`config.mk`:
```
export PLATFORM = sky130hd
export DESIGN_NAME = branch_predictor
export DESIGN_NICKNAME = d
export VERILOG_FILES = /design/src/rtl/lc3b_types.sv /design/src/rtl/bp_sat_counter.sv /design/src/rtl/branch_predictor.sv
export SDC_FILE = /design/constraint.sdc
export NUM_CORES = 1
export LEC_CHECK = 0
export BUFFER_PORTS_ARGS = -buffer_cell sky130_fd_sc_hd__buf_2
export CORE_MARGIN = 3
export CORE_UTILIZATION = 56
export CTS_CLUSTER_DIAMETER = 50
export DETAILED_ROUTE_END_ITERATION = 10
export GPL_TIMING_DRIVEN = 0
export PLACE_DENSITY_LB_ADDON = 0.2
export SYNTH_ARGS = -nofsm -noshare
export SYNTH_HDL_FRONTEND = slang
export SYNTH_SLANG_ARGS = --single-unit
```
`constraint.sdc`:
```
create_clock -name clk -period 3.68 [get_ports clk]
set_input_delay 0.368 -clock clk [delete_from_list [all_inputs] [get_ports clk]]
set_output_delay 0.368 -clock clk [all_outputs]
set_load 0.02 [all_outputs]
```
`src/rtl/lc3b_types.sv`:
```
// Shared LC-3b types; this slice adds the branch predictor counter type,
// its reset/allocation constants and the per-entry counter operation.
package lc3b_types;

  typedef logic [1:0] lc3b_bp_ctr;

  localparam lc3b_bp_ctr BP_CTR_RESET = 2'b01;
  localparam lc3b_bp_ctr BP_CTR_ALLOC = 2'b10;

  typedef enum logic [1:0] {
    CTR_HOLD,
    CTR_INC,
    CTR_DEC,
    CTR_LOAD
  } lc3b_bp_ctr_op;

endpackage

```
`src/rtl/bp_sat_counter.sv`:
```
// Two-bit saturating up/down counter holding one predictor entry's direction
// history; a load overrides it when an entry is (re)allocated.
module bp_sat_counter
  import lc3b_types::*;
(
  input  logic          clk,
  input  logic          reset,
  input  lc3b_bp_ctr_op op,
  input  lc3b_bp_ctr    load_value,
  output lc3b_bp_ctr    count
);

  always_ff @(posedge clk or posedge reset) begin
    if (reset) begin
      count <= BP_CTR_RESET;
    end else begin
      case (op)
        CTR_INC:  if (count != 2'b11) count <= count + 2'b01;
        CTR_DEC:  if (count != 2'b00) count <= count - 2'b01;
        CTR_LOAD: count <= load_value;
        default:  count <= count;
      endcase
    end
  end

endmodule

```
`src/rtl/branch_predictor.sv`:
```
// Direct-mapped branch predictor with target buffer and 2-bit counters.
// Define BP_STATS_EN to add the update / mispredict statistics counters.
module branch_predictor
  import lc3b_types::*;
#(
  parameter int ENTRIES = 16,
  parameter int STAT_W  = 16
) (
  input  logic              clk,
  input  logic              reset,
  input  logic [15:0]       lookup_pc,
  output logic              pred_taken,
  output logic [15:0]       pred_target,
  input  logic              upd_valid,
  input  logic [15:0]       upd_pc,
  input  logic              upd_taken,
  input  logic [15:0]       upd_target,
  input  logic              upd_pred_taken,
  input  logic [15:0]       upd_pred_target,
  output logic              mispredict,
  output logic [15:0]       redirect_pc
`ifdef BP_STATS_EN
  ,
  output logic [STAT_W-1:0] stat_updates,
  output logic [STAT_W-1:0] stat_mispredicts
`endif
);

  localparam int IDX_W = $clog2(ENTRIES);
  localparam int TAG_W = 15 - IDX_W;

  logic [ENTRIES-1:0] valid;
  logic [TAG_W-1:0]   tags    [ENTRIES];
  logic [15:0]        targets [ENTRIES];
  lc3b_bp_ctr         ctrs    [ENTRIES];
  lc3b_bp_ctr_op      ctr_ops [ENTRIES];

  logic [IDX_W-1:0] lk_idx;
  logic [TAG_W-1:0] lk_tag;
  logic             lk_hit;
  logic [IDX_W-1:0] up_idx;
  logic [TAG_W-1:0] up_tag;
  logic             up_hit;

  assign lk_idx = lookup_pc[IDX_W:1];
  assign lk_tag = lookup_pc[15:IDX_W+1];
  assign lk_hit = valid[lk_idx] && (tags[lk_idx] == lk_tag);
  assign up_idx = upd_pc[IDX_W:1];
  assign up_tag = upd_pc[15:IDX_W+1];
  assign up_hit = valid[up_idx] && (tags[up_idx] == up_tag);

  // Reads see the table as it was before this edge's update; there is no bypass.
  assign pred_taken  = lk_hit && ctrs[lk_idx][1];
  assign pred_target = pred_taken ? targets[lk_idx] : lookup_pc + 16'd2;

  assign mispredict  = upd_valid &&
                       ((upd_taken != upd_pred_taken) ||
                        (upd_taken && (upd_target != upd_pred_target)));
  assign redirect_pc = upd_taken ? upd_target : upd_pc + 16'd2;

  // A taken resolution either refreshes a hit entry or claims the slot; tags
  // and targets are deliberately left unreset since valid gates them.
  always_ff @(posedge clk or posedge reset) begin
    if (reset) begin
      valid <= '0;
    end else if (upd_valid && upd_taken) begin
      valid[up_idx]   <= 1'b1;
      tags[up_idx]    <= up_tag;
      targets[up_idx] <= upd_target;
    end
  end

  always_comb begin
    for (int i = 0; i < ENTRIES; i++) begin
      ctr_ops[i] = CTR_HOLD;
      if (upd_valid && (up_idx == IDX_W'(i))) begin
        if (up_hit)         ctr_ops[i] = upd_taken ? CTR_INC : CTR_DEC;
        else if (upd_taken) ctr_ops[i] = CTR_LOAD;
      end
    end
  end

  for (genvar g = 0; g < ENTRIES; g++) begin : gen_ctr
    bp_sat_counter u_ctr (
      .clk        (clk),
      .reset      (reset),
      .op         (ctr_ops[g]),
      .load_value (BP_CTR_ALLOC),
      .count      (ctrs[g])
    );
  end

`ifdef BP_STATS_EN
  always_ff @(posedge clk or posedge reset) begin
    if (reset) begin
      stat_updates     <= '0;
      stat_mispredicts <= '0;
    end else if (upd_valid) begin
      stat_updates <= stat_updates + STAT_W'(1);
      if (mispredict) stat_mispredicts <= stat_mispredicts + STAT_W'(1);
    end
  end
`endif

endmodule

```
==> metrics.yaml <==
start_kind: "primary input"
grt_pass1_wl_um: 102000
min-delay-path-class: "primary input to flop"
grt_remaining_overflow: 0
synth-xor-area-share: 0.0236
dr_total_vias: 15000
switchingPower_mw: 3.19
r2r-end: "gen_ctr[5].u_ctr.count[0]"
layout_min_cycle_time_ns: 3.99
synth_largest_area_cell: "sky130_fd_sc_hd__edfxtp_1"
route.detailed.drc: 0
worst_ep_arrival_time_ns: 3.62
synthTopCellsByArea: "sky130_fd_sc_hd__edfxtp_1 57%, sky130_fd_sc_hd__mux4_2 15%, sky130_fd_sc_hd__dfrtp_1 3.5%"
clock_tree.buffer_depth: 3
cts.root.buffer_cell: "sky130_fd_sc_hd__clkbuf_16"
violated_checks: "setup timing"
initial_core_util: 0.576
mux_cell_area_share_after_synthesis: 0.191
number_of_antenna_violations_at_the_first_check_in_global_routing: 4
cp-startpoint: "lookup_pc[2]"
intPower_mw: 9.88
drt_wl_total_um: 70600
number_of_global_route_vias_before_repair: 14700
maxSlewViolCount: 0
routabilityCongestion: 0.985
worst_ir_drop_vdd_uv: 485
end_kind: "output pin"
synthFlopType: "sky130_fd_sc_hd__edfxtp_1"
achievable-frequency_mhz: 251
worst_clock_skew_ns: 0.0190
grt_util_all_layers: 0.338
worst-r2r-setup-slack_ns: 0.50
grt_start_max_net_pins: 27
synth.net_count: 1474
p_per_cell_area_nw_per_um2: 495
dieWidth_um: 207
dpl.hpwl_um: 48000
synth_area_in_compound_gates: 0.0665
critPathMaxFanout: 10
final_cells: 2135
crit_path_max_incr_delay_ns: 0.42
floorplan.die_area_um2: 42800
crit_end: "pred_target[4]"
layout-area-overhead-vs-synth_pct: 16.9
hold_viol: 0
worstPathRequired_ns: 3.31
r2r_start: "valid[3]"
worst_r2r_path_depth: 8
buffer_ports.inserted: 96
yosys.area_share.adder: 0.00277
synthesis.instances: 1400
synthesis.area_um2: 22600
site_row_count: 72
switching_share: 0.244
drt-pass1-iter-count: 5
synth.yosys.seq_area_share: 0.629
dr.first_iter.drc_count: 2081
ys_types: 72
vias_per_cell: 7.01
finish.net_count: 1646
number_of_h_tree_branching_levels: 2
postRouteAntennaNets: 0
synthesis_stage_register_bit_count: 480
cts_inserted_buffers: 54
synth_enable_flop_cells: 432
fin_crit_sh: 1.08
report.final.setup_viol: 17
syn-mean-instance-area_um2: 16.1
slew-limit-headroom: 0.161
core_region_area_um2: 39200
die_h_um: 207
post_synth_and_or_nand_nor_area_fraction: 0.0611
seqPwrFrac: 0.473
outcome: "complete, but fails checks"
synth.top_cells.by_count: "432 x sky130_fd_sc_hd__edfxtp_1, 151 x sky130_fd_sc_hd__mux4_2, 73 x sky130_fd_sc_hd__nor2_1"
setup.worst_path.class: "primary input to output pin"
ys_async_sr_fraction: 0.100
fin_setup_tns_ns: -4.66
worstMarginPinSlew_ns: 1.26
crit_slowest_cell: "sky130_fd_sc_hd__a2111oi_4"
largest_family_of_logic_cells_by_synthesized_area: "multiplexers"
ios: 103
max_cap_violation_count: 0
drive_gt1_frac: 0.305
synth_top_area_share: 0.575
cts.reportedPaths.clkPinSlew_ns: 0.06
critical_path.cell_chain: "buf_2 > buf_4 > buf_4 > clkbuf_4 > nand2_1 > a2bb2oi_1 > nand3_1 > o2111ai_1 > a2111oi_4 > nand4bb_1 > buf_6 > buf_8 > mux2_4 > buf_6"
count_leader_synth: "sky130_fd_sc_hd__edfxtp_1"
power_frac_clock: 0.426
tritoncts_clock_tree: "yes"
routedWlPerCell_um: 33.1
final_critical_path_setup_slack_ns: -0.308
insertion_delay_ns: 0.62
cts_num_sinks: 480
standby_leakage_power_nw: 9.00
combinationalPowerShare: 0.101
yosysWarnings: 0
placed_cells: 2031
rsz0062_at_grt: "true"
-- power by group through the flow --
stage	Sequential, mW	Clock [mW]	Combinational (mW)
after global routing	6.18	5.85	1.39
after detailed placement	6.28	0	1.25
after CTS	6.17	5.61	1.30
final	6.18	5.57	1.32
after global placement	6.28	0	1.22
after floorplan	6.24	0	0.770
-- registers in the layout, indices dropped and copies added, names as in the netlist --
name	count
gen_ctr.u_ctr.count	32
tags	176
valid	16
targets	256
-- final cells by class --
cell class / count / area, µm²
flip-flops and latches: 480 / 14200
clock buffers: 64 / 1430
clock inverters: 35 / 430
inverters: 30 / 113
plain buffers: 93 / 587
multi-input cells: 795 / 8000
well taps: 518 / 648
repair buffers: 118 / 985
diodes: 2 / 5.00
fillers: 2672 / 12800
-- how the worst min path moves through the flow --
stage,start,cells past startpoint,to,slack (ns)
2_1_floorplan,valid[3],1,valid[3],0.44
3_3_place_gp,valid[2],1,valid[2],0.46
3_5_place_dp,reset,2,gen_ctr[6].u_ctr.count[1],0.46
4_1_cts,upd_pc[8],1,tags[10][3],0.12
5_1_grt,upd_pc[8],1,tags[10][3],0.13
6_report,upd_pc[10],1,tags[8][5],0.14
-- placed cells by master (no fill, tap or decap), types with 32 or more instances in the layout --
master and n:
sky130_fd_sc_hd__edfxtp_1 432, sky130_fd_sc_hd__mux4_2 151, sky130_fd_sc_hd__buf_2 94, sky130_fd_sc_hd__nand2_1 63
sky130_fd_sc_hd__nor2_1 57, sky130_fd_sc_hd__clkbuf_16 56, sky130_fd_sc_hd__mux2i_1 52, sky130_fd_sc_hd__clkbuf_1 42
sky130_fd_sc_hd__xnor2_1 42, sky130_fd_sc_hd__nand3_1 37, sky130_fd_sc_hd__o21ai_0 36, sky130_fd_sc_hd__dfrtp_1 32
-- logic make-up (layout without fill, tap and decap cells) --
group | Yosys count | count (layout)
other cells | 0 | 2
mux | 238 | 238
simple gates | 281 | 281
compound gates | 211 | 211
flops | 480 | 480
xor+xnor | 60 | 60
buf+inv | 125 | 340
fa+ha+maj | 5 | 5
-- stage by stage --
stage          utilization  hold slack (ns)  setup WS (ns)  cell area, µm²  total power, mW
2_1_floorplan            -            0.444         0.0483           22600             7.01
3_3_place_gp         0.605            0.464          -2.44           23700             7.49
3_5_place_dp         0.617            0.455          -1.58           24200             7.53
4_1_cts              0.673            0.117         -0.269           26400             13.1
5_1_grt              0.673            0.131         -0.376           26400             13.4
6_report             0.673            0.143         -0.308           26400             13.1
-- timing repair --
action / CTS / global route
endpoints found under the setup margin: 27 / 23
buffers inserted: 4 / 0
pin swaps: 5 / 2
hold endpoints to repair: 11 / 0
hold buffers: 1 / 0
gates cloned: 0 / 0
resized for setup: 103 / 7
-- metal layers --
| metal | global-route usage | up-vias | share of wire |
|---|---|---|---|
| li1 | - | 6033 | - |
| met1 | 0.465 | 7564 | 0.36 |
| met2 | 0.529 | 1122 | 0.47 |
| met3 | 0.0732 | 233 | 0.12 |
| met4 | 0.147 | 6 | 0.052 |
| met5 | 0 | - | 0.00059 |
-- worst max-delay path: cells and delay by family --
| family | cells | cell delay, ns |
|---|---|---|
| buf+inv | 7 | 1.47 |
| simple gates | 3 | 0.51 |
| mux | 1 | 0.33 |
| compound gates | 3 | 0.89 |
(Power assumes the default switching activity.)
